File: src/rtl/spi_master_multi.sv
// spi_master_multi: SPI master with DATA_WIDTH-bit MSB-first words, per-transfer CPOL/CPHA,
// NUM_CS one-hot active-low chip selects, programmable CS setup/hold and multi-word bursts
// that keep CS low between words.
//
// Ports:
//   clk, rst        system clock, synchronous active-high reset
//   start           request one word (accepted in IDLE with a valid cs_sel, or in HOLD)
//   cpol, cpha      SPI mode, latched at start from IDLE
//   cs_sel          target device index, latched at start from IDLE
//   data_to_send    word to shift out, latched at every accepted start
//   hold_cs         keep CS low after this word (burst continues in HOLD)
//   cs_release      in HOLD: end the burst
//   SPI_MISO        serial data in
//   data_received   last received word, updated with done
//   busy            high during CS setup, shifting and CS hold
//   done            one-cycle pulse per completed word
//   SPI_SCLK, SPI_MOSI, SPI_CS   SPI bus outputs (all registered)
module spi_master_multi #(
  parameter int unsigned CLK_FREQUENCY   = 100_000_000,
  parameter int unsigned SCLK_FREQUENCY  = 500_000,
  parameter int unsigned DATA_WIDTH      = 8,
  parameter int unsigned NUM_CS          = 4,
  parameter int unsigned CS_SETUP_CYCLES = 10,
  parameter int unsigned CS_HOLD_CYCLES  = 10,
  localparam int unsigned CSW = (NUM_CS > 1) ? $clog2(NUM_CS) : 1
) (
  input  logic                  clk,
  input  logic                  rst,
  input  logic                  start,
  input  logic                  cpol,
  input  logic                  cpha,
  input  logic [CSW-1:0]        cs_sel,
  input  logic [DATA_WIDTH-1:0] data_to_send,
  input  logic                  hold_cs,
  input  logic                  cs_release,
  input  logic                  SPI_MISO,
  output logic [DATA_WIDTH-1:0] data_received,
  output logic                  busy,
  output logic                  done,
  output logic                  SPI_SCLK,
  output logic                  SPI_MOSI,
  output logic [NUM_CS-1:0]     SPI_CS
);

  localparam int unsigned HALF    = CLK_FREQUENCY / SCLK_FREQUENCY / 2;
  localparam int unsigned MAX_A   = (HALF > CS_SETUP_CYCLES) ? HALF : CS_SETUP_CYCLES;
  localparam int unsigned MAX_CNT = (MAX_A > CS_HOLD_CYCLES) ? MAX_A : CS_HOLD_CYCLES;
  localparam int unsigned CNT_W   = $clog2(MAX_CNT + 1);
  localparam int unsigned BIT_W   = $clog2(DATA_WIDTH) + 1;
  localparam logic [CSW:0] CS_LIMIT = (CSW + 1)'(NUM_CS);

  // Reject configurations the timing scheme cannot support.
  generate
    if (HALF < 2) begin : g_half_check
      $error("spi_master_multi: CLK_FREQUENCY/SCLK_FREQUENCY/2 must be >= 2");
    end
    if (DATA_WIDTH < 2) begin : g_width_check
      $error("spi_master_multi: DATA_WIDTH must be >= 2");
    end
  endgenerate

  typedef enum logic [2:0] {
    S_IDLE,
    S_CS_SETUP,
    S_SHIFT,
    S_HOLD,
    S_CS_HOLD
  } state_t;

  state_t                state;
  logic [CNT_W-1:0]      cnt;       // cycles until the next event (SCLK edge / phase end)
  logic [BIT_W-1:0]      bit_cnt;   // bits not yet completed by a trailing edge
  logic                  lead;      // next SCLK edge is a leading edge
  logic                  cpol_q;
  logic                  cpha_q;
  logic                  hold_q;
  logic [DATA_WIDTH-1:0] tx_sr;
  logic [DATA_WIDTH-1:0] rx_sr;
  logic                  start_ok;
  logic                  edge_now;

  assign start_ok = start && ({1'b0, cs_sel} < CS_LIMIT);

  // The setup phase ends with the first SCLK edge; SHIFT emits edges until all bits are done.
  assign edge_now = (cnt == '0) &&
                    ((state == S_CS_SETUP) || ((state == S_SHIFT) && (bit_cnt != '0)));

  // Controller FSM with registered outputs.
  always_ff @(posedge clk) begin
    if (rst) begin
      state         <= S_IDLE;
      cnt           <= '0;
      bit_cnt       <= '0;
      lead          <= 1'b1;
      cpol_q        <= 1'b0;
      cpha_q        <= 1'b0;
      hold_q        <= 1'b0;
      tx_sr         <= '0;
      rx_sr         <= '0;
      data_received <= '0;
      busy          <= 1'b0;
      done          <= 1'b0;
      SPI_SCLK      <= 1'b0;
      SPI_MOSI      <= 1'b0;
      SPI_CS        <= '1;
    end else begin
      done <= 1'b0;
      case (state)
        S_IDLE: begin
          SPI_SCLK <= cpol;
          if (start_ok) begin
            cpol_q  <= cpol;
            cpha_q  <= cpha;
            hold_q  <= hold_cs;
            SPI_CS  <= ~(NUM_CS'(1) << cs_sel);
            busy    <= 1'b1;
            cnt     <= CNT_W'(CS_SETUP_CYCLES - 1);
            bit_cnt <= BIT_W'(DATA_WIDTH);
            lead    <= 1'b1;
            // CPHA=0 presents the MSB as soon as CS falls.
            if (!cpha) begin
              SPI_MOSI <= data_to_send[DATA_WIDTH-1];
              tx_sr    <= {data_to_send[DATA_WIDTH-2:0], 1'b0};
            end else begin
              tx_sr <= data_to_send;
            end
            state <= S_CS_SETUP;
          end
        end

        S_CS_SETUP, S_SHIFT: begin
          if (edge_now) begin
            state    <= S_SHIFT;
            cnt      <= CNT_W'(HALF - 1);
            SPI_SCLK <= ~SPI_SCLK;
            lead     <= ~lead;
            if (lead) begin
              if (cpha_q) begin
                SPI_MOSI <= tx_sr[DATA_WIDTH-1];
                tx_sr    <= {tx_sr[DATA_WIDTH-2:0], 1'b0};
              end else begin
                rx_sr <= {rx_sr[DATA_WIDTH-2:0], SPI_MISO};
              end
            end else begin
              bit_cnt <= bit_cnt - BIT_W'(1);
              if (cpha_q) begin
                rx_sr <= {rx_sr[DATA_WIDTH-2:0], SPI_MISO};
              end else if (bit_cnt != BIT_W'(1)) begin
                // No MOSI update after the final bit.
                SPI_MOSI <= tx_sr[DATA_WIDTH-1];
                tx_sr    <= {tx_sr[DATA_WIDTH-2:0], 1'b0};
              end
            end
          end else if (cnt != '0) begin
            cnt <= cnt - CNT_W'(1);
          end else begin
            // Half a period after the last edge: word complete.
            done          <= 1'b1;
            data_received <= rx_sr;
            SPI_SCLK      <= cpol_q;
            if (hold_q) begin
              busy  <= 1'b0;
              state <= S_HOLD;
            end else begin
              cnt   <= CNT_W'(CS_HOLD_CYCLES - 1);
              state <= S_CS_HOLD;
            end
          end
        end

        S_HOLD: begin
          SPI_SCLK <= cpol_q;
          if (start) begin
            // Next word of the burst: device and mode stay as latched.
            hold_q  <= hold_cs;
            busy    <= 1'b1;
            cnt     <= CNT_W'(HALF - 2);
            bit_cnt <= BIT_W'(DATA_WIDTH);
            lead    <= 1'b1;
            if (!cpha_q) begin
              SPI_MOSI <= data_to_send[DATA_WIDTH-1];
              tx_sr    <= {data_to_send[DATA_WIDTH-2:0], 1'b0};
            end else begin
              tx_sr <= data_to_send;
            end
            state <= S_SHIFT;
          end else if (cs_release) begin
            busy  <= 1'b1;
            cnt   <= CNT_W'(CS_HOLD_CYCLES - 1);
            state <= S_CS_HOLD;
          end
        end

        S_CS_HOLD: begin
          if (cnt == '0) begin
            SPI_CS <= '1;
            busy   <= 1'b0;
            state  <= S_IDLE;
          end else begin
            cnt <= cnt - CNT_W'(1);
          end
        end

        default: begin
          state <= S_IDLE;
        end
      endcase
    end
  end

endmodule

File: config.mk
export PLATFORM = sky130hd
export DESIGN_NAME = spi_master_multi
export DESIGN_NICKNAME = d
export VERILOG_FILES = /design/src/rtl/spi_master_multi.sv
export SDC_FILE = /design/constraint.sdc
export NUM_CORES = 1
export LEC_CHECK = 0
export ABC_CLOCK_PERIOD_IN_PS = 4100
export BUFFER_PORTS_ARGS = -buffer_cell sky130_fd_sc_hd__buf_2
export CELL_PAD_IN_SITES_DETAIL_PLACEMENT = 0
export CELL_PAD_IN_SITES_GLOBAL_PLACEMENT = 1
export CORE_MARGIN = 3
export CORE_UTILIZATION = 47
export CTS_BUF_LIST = sky130_fd_sc_hd__clkbuf_16
export DETAILED_ROUTE_END_ITERATION = 6
export PLACE_DENSITY_LB_ADDON = 0.1
export SLEW_MARGIN = 0
export SYNTH_ARGS = -nofsm -noshare
export SYNTH_HDL_FRONTEND = slang
export SYNTH_SLANG_ARGS = --single-unit
File: constraint.sdc
create_clock -name clk -period 4.1 [get_ports clk]
set_input_delay 0 -clock clk [delete_from_list [all_inputs] [get_ports clk]]
set_output_delay 0 -clock clk [all_outputs]
set_load 0.01 [all_outputs]
Yosys cells after proc, flatten, opt, wreduce, memory -nomap -nowiden
Index checks and enable logic that the tools add are counted.
{ "op_classes": {"addsub": 2, "multipliers": 0, "div": 0, "n_lt_le_gt_ge": 0, "n_eq_ne": 24, "shifts": 1, "mux": 60, "n_bitwise": 6, "reduce_logical": 28} }
{ "op_table": {"columns": ["operator", "n"], "rows": [
  ["$mux 8", 12],
  ["$mux 7", 7],
  ["$pmux 7 s4", 1],
  ["$ne 2x2->1 const B", 12],
  ["$pmux 8 s3", 1],
  ["$mux 3", 7],
  ["$mux 1", 20],
  ["$mux 4", 5],
  ["$pmux 4 s2", 2],
  ["$ne 3x3->1 const B", 5],
  ["$reduce_and 7->1", 2],
  ["$pmux 3 s4", 1],
  ["$reduce_and 4->1", 3],
  ["$reduce_and 3->1", 3],
  ["$reduce_and 9->1", 1],
  ["$reduce_bool 4->1", 2],
  ["$logic_not 7->1", 1],
  ["$reduce_bool 7->1", 1],
  ["$sub 7x1->7 const B", 1],
  ["$eq 3x2->1 const B", 2],
  ["$pmux 1 s3", 2],
  ["$reduce_and 2->1", 3],
  ["$reduce_bool 2->1", 3],
  ["$not 1->1", 5],
  ["other kinds (17)", 19]
]} }
{ "totals": {"ff_bits": 50, "latch_bits": 0, "ramBits": 0, "romBits": 0, "inputBits": 18, "output_inout_bits": 16, "mem_count": 0} }

Logic depth before layout (Yosys ltp)
{ "depth": {"depth_word": 6, "depth_mapped": 8} }

Worst setup path after synthesis
No wires, ideal clock.
{ "synth_timing": {"path_kind": "flip-flop to flip-flop", "startpoint": "register cnt[0]", "endpoint": "register rx_sr[0]", "setup_ns": 0.128, "arrival_ns": 1.848, "slack_ns": 2.125, "path_stages_with_launch": 8, "path_buffers": 0, "synth_period_minus_slack_ns": 1.975, "cell_sequence": "dfxtp_1 > inv_1 > ha_1 > nor4b_4 > o211ai_4 > nor3_4 > mux2i_1 > nor2_1"} }
{ "synth_between": {"elab_chain_cells": 3} }
{ "synth_rtl": {"columns": ["element", "line_no", "rtl"], "rows": [
  ["start, declared", "71", "logic [CNT_W-1:0] cnt;"],
  ["start signal, assigned", "117", "cnt <= CNT_W'(CS_SETUP_CYCLES - 1);"],
  ["start signal, assigned", "134", "cnt <= CNT_W'(HALF - 1);"],
  ["start signal, assigned", "155", "cnt <= cnt - CNT_W'(1);"],
  ["$logic_not 7->1", "85", "assign edge_now = (cnt == '0) &&"],
  ["$logic_and 1x1->1", "85", null],
  ["$reduce_and 4->1 (no line)", null, null],
  ["end signal, assigned", "142", "rx_sr <= {rx_sr[DATA_WIDTH-2:0], SPI_MISO};"],
  ["end signal, assigned", "147", "rx_sr <= {rx_sr[DATA_WIDTH-2:0], SPI_MISO};"],
  ["end, declared", "78", "logic [DATA_WIDTH-1:0] rx_sr;"]
]} }
No other way between the ends.
A chain may end at the register's enable or synchronous reset.

Worst setup path in the final report
{ "layout_timing": {"startpoint": "register state[1]", "endpoint": "register data_received[1]"} }
{ "layout_between": {"elab_chain_cells": 6} }
{ "layout_rtl": {"columns": ["element", "line_no", "rtl"], "rows": [
  ["start, declared", "70", "state_t state;"],
  ["start signal, assigned", "91", "state <= S_IDLE;"],
  ["start signal, assigned", "127", "state <= S_CS_SETUP;"],
  ["start signal, assigned", "133", "state <= S_SHIFT;"],
  ["$eq 3x2->1", "86, 108", null],
  ["$logic_and 1x1->1", "86", "((state == S_CS_SETUP) || ((state == S_SHIFT) && (bit_cnt != '0)));"],
  ["$logic_or 1x1->1", "86", null],
  ["$logic_and 1x1->1", "85", null],
  ["$not 1->1 (no line)", null, null],
  ["$reduce_and 3->1 (no line) (*)", null, null],
  ["end signal, assigned", "159", "data_received <= rx_sr;"],
  ["end, declared", "37", "output logic [DATA_WIDTH-1:0] data_received,"]
]} }
Mark *: on every way between the ends. The rest lies on a longest branch, timed or not.

==> out/results.tsv <==
stage	metric	value	unit
synthesis	Synth Flop Type	dfxtp_1	
setup_path	crit-path max FO	24	
clocking	CTS Sinks	50	
synthesis	Yosys cell types	64	
synthesis	synth warn	0	
global_route	antenna violations before repair	0	
finish	final std cells w/o fill	417	
finish	fill count	535	
route	DR vias	2466	
sta	achievable frequency	0.392	GHz
synthesis	cell taking the most area after synthesis	dfxtp_1	
finish	ant diodes	0	
sta	Period minus WS final	2.55	ns
power_and_ir_drop	sw power	953	uW
power_and_ir_drop	power density over the cells	730	mW/mm^2
floorplan	Die Y	82.0	um
clocking	clk_lat worst skew	0.29	ns
sta	clock skew	0.00242	ns
setup_path	CP arrival	2.70	ns
finish	Finished Core Util	0.560	
clocking	Max clock buf depth	2	
sta	setup_tns	0	ns
power_and_ir_drop	clock share of power	0.236	
synthesis	count leader, synth	nor2_1	
job	maxcap violations	0	
clocking	clock tree from TritonCTS	done	
route	Post-route DRC	0	
floorplan	Die W	82.0	um
global_route	largest net degree at the start of global routing	39	
hold_path	Hold Crit Class	in2reg	
sta	Final WS setup	1.55	ns
synthesis	Post-synth ARST share	0	
sta	Final Setup Violations	0	
synthesis	post-synthesis sequential area ratio	0.369	
power_and_ir_drop	sw frac	0.421	
global_route	Global Route Usage Sum	0.211	
power_and_ir_drop	internal power	1.31	mW
place	dpl ws	1.59	ns
synthesis	Synth top cells by count	nor2_1, dfxtp_1, a21oi_1, mux2i_1, o21ai_0	
power_and_ir_drop	Reg power frac	0.312	
clocking	root buffer cell	clkbuf_16	
place	gpl congestion	0.815	
route	post-route ant nets	0	
floorplan	I/O pin total	34	
power_and_ir_drop	Logic pwr share	0.452	
setup_path	CP Class	reg2reg	
route	final wirelength	6720	um
route	drt first pass iters	5	
synthesis	Post-Syn Instances	320	
place	hpwl dp	4570	um
floorplan	Initial Util	0.489	
global_route	total grt overflow	0	
sta	Final Hold Viols	0	
route	Iter 0 DRT Violations	219	
synthesis	syn_nets	344	
global_route	first-pass GRT wire length	11100	um
synthesis	synth top area cells	dfxtp_1, mux2i_1, nor2_1	
sta	RSZ-0062 raised after global routing	no	
clocking	cts repair resizes	0	
synthesis	Post-Syn Area	0.00271	mm^2
sta	hold_ws	0.0121	ns
route	Via density	5.91	
power_and_ir_drop	Pleak	1.26	nW
finish	share of cells above drive strength 1	0.145	
clocking	CTS Buf Count	5	
place	I/O Buffers	33	
global_route	number of global-route vias before repair	2278	
sta	final worst path period share	0.623	
place	Inst Count DP	405	
sta	count of pins over their slew limit	0	
setup_path	crit path launch type	flip-flop	
synthesis	number of flops mapped to enable cells by yosys	0	
setup_path	crit path capture type	flip-flop	
synthesis	number of synthesized register bits	50	
sta	Slew HR	0.354	
clocking	clock-pin transition on the worst setup and hold timing paths	0.07	ns
run_status	outcome	completed	
route	post-DR wirelength/cell	16.1	um
synthesis	share of the synthesized area in the top cell type	0.369	
floorplan	core box area	0.00554	mm^2
finish	Area Overhead vs Synth	14.4	%
sta	worst slew pin tran	0.965	ns
synthesis	syn avg cell area	8.47	um^2
floorplan	die area	0.00672	mm^2
finish	Nets	368	
floorplan	row count	27	
setup_path	Data required, critical path	4.25	ns
clocking	H-tree levels	2	
power_and_ir_drop	Peak VDD IR	0.327	mV
-- cell usage in the layout, fill, tap and decap left out, drive strengths merged, types with 3 or more instances in the layout --
master       count
buf             33
dfxtp           50
a211oi           3
clkbuf           5
dlygate4sd3      4
and3             3
nor3             9
nand2           14
a21oi           21
inv             15
o21ai           22
nand2b           4
o32ai            7
xnor2            4
mux2i           21
o211ai           5
a222oi           7
nor2            51
nand4            3
nand3           10
ha               6
-- kinds of logic after synthesis --
| family | synth area share |
|---|---|
| buf+inv | 0.0568 |
| flops | 0.369 |
| simple gates | 0.204 |
| compound gates | 0.245 |
| fa+ha+maj | 0.0277 |
| mux | 0.0817 |
| xor+xnor | 0.0162 |
-- flip-flops by register name, summed over array words and instances (netlist names) --
name           flops
bit_cnt            4
SPI_CS             4
SPI_MOSI           1
cnt                7
lead               1
cpha_q             1
state              3
hold_q             1
busy               1
done               1
tx_sr              8
data_received      8
SPI_SCLK           1
rx_sr              8
cpol_q             1
-- worst paths after layout --
| kind | startpoint | end | slack, ns | depth (start not counted) |
|---|---|---|---|---|
| min | cpha | cpha_q$_SDFFE_PP0P_ | 0.01 | 3 |
| max reg2reg | state[1]$_SDFFE_PP0P_ | data_received[1]$_SDFFE_PP0P_ | 1.55 | 5 |
| min reg2reg | tx_sr[0]$_SDFFE_PP0P_ | tx_sr[0]$_SDFFE_PP0P_ | 0.46 | 2 |
| max | state[1]$_SDFFE_PP0P_ | data_received[1]$_SDFFE_PP0P_ | 1.55 | 5 |
-- what timing repair did --
action / in CTS / in global routing
setup buffers: 0 / 0
hold buffers: 4 / 0
hold endpoints to repair: 4 / 0
-- power by group through the flow --
stage                     logic, mW  clock network (mW)  registers (mW)
final                          1.02               0.534           0.707
after detailed placement       1.01                   0           0.715
after global placement         1.00                   0           0.712
after CTS                      1.02               0.541           0.705
after global routing           1.14               0.557           0.721
after floorplan               0.870                   0           0.654
-- metal layers --
layer	part of all wire	track usage
met1	0.47	0.290
met2	0.48	0.345
met3	0.041	0.0329
met4	0.010	0.0498
met5	0	0
-- through the flow --
step | power [mW] | instance area (um^2)
after floorplan | 1.52 | 2710
after global placement | 1.71 | 2870
after detailed placement | 1.73 | 2870
after CTS | 2.27 | 3100
after global routing | 2.42 | 3100
final | 2.26 | 3100
-- critical path: stages (launching register included) --
cell and delay [ns]:
dfxtp_1 0.85, xnor2_1 0.16, nor2_1 0.71, nand3_2 0.39
mux2i_1 0.24, nor2_1 0.06
-- cell type report --
cell class,instances,area (um^2),share of cell area
repair buffers,37,205,0.0662
inverters,16,60.1,0.0194
clock inverters,3,63.8,0.0206
clock buffers,5,125,0.0403
flip-flops and latches,50,1000,0.323
multi-input cells,234,1560,0.502
well taps,72,90.1,0.0290
Power figures use the tool's default switching activity.
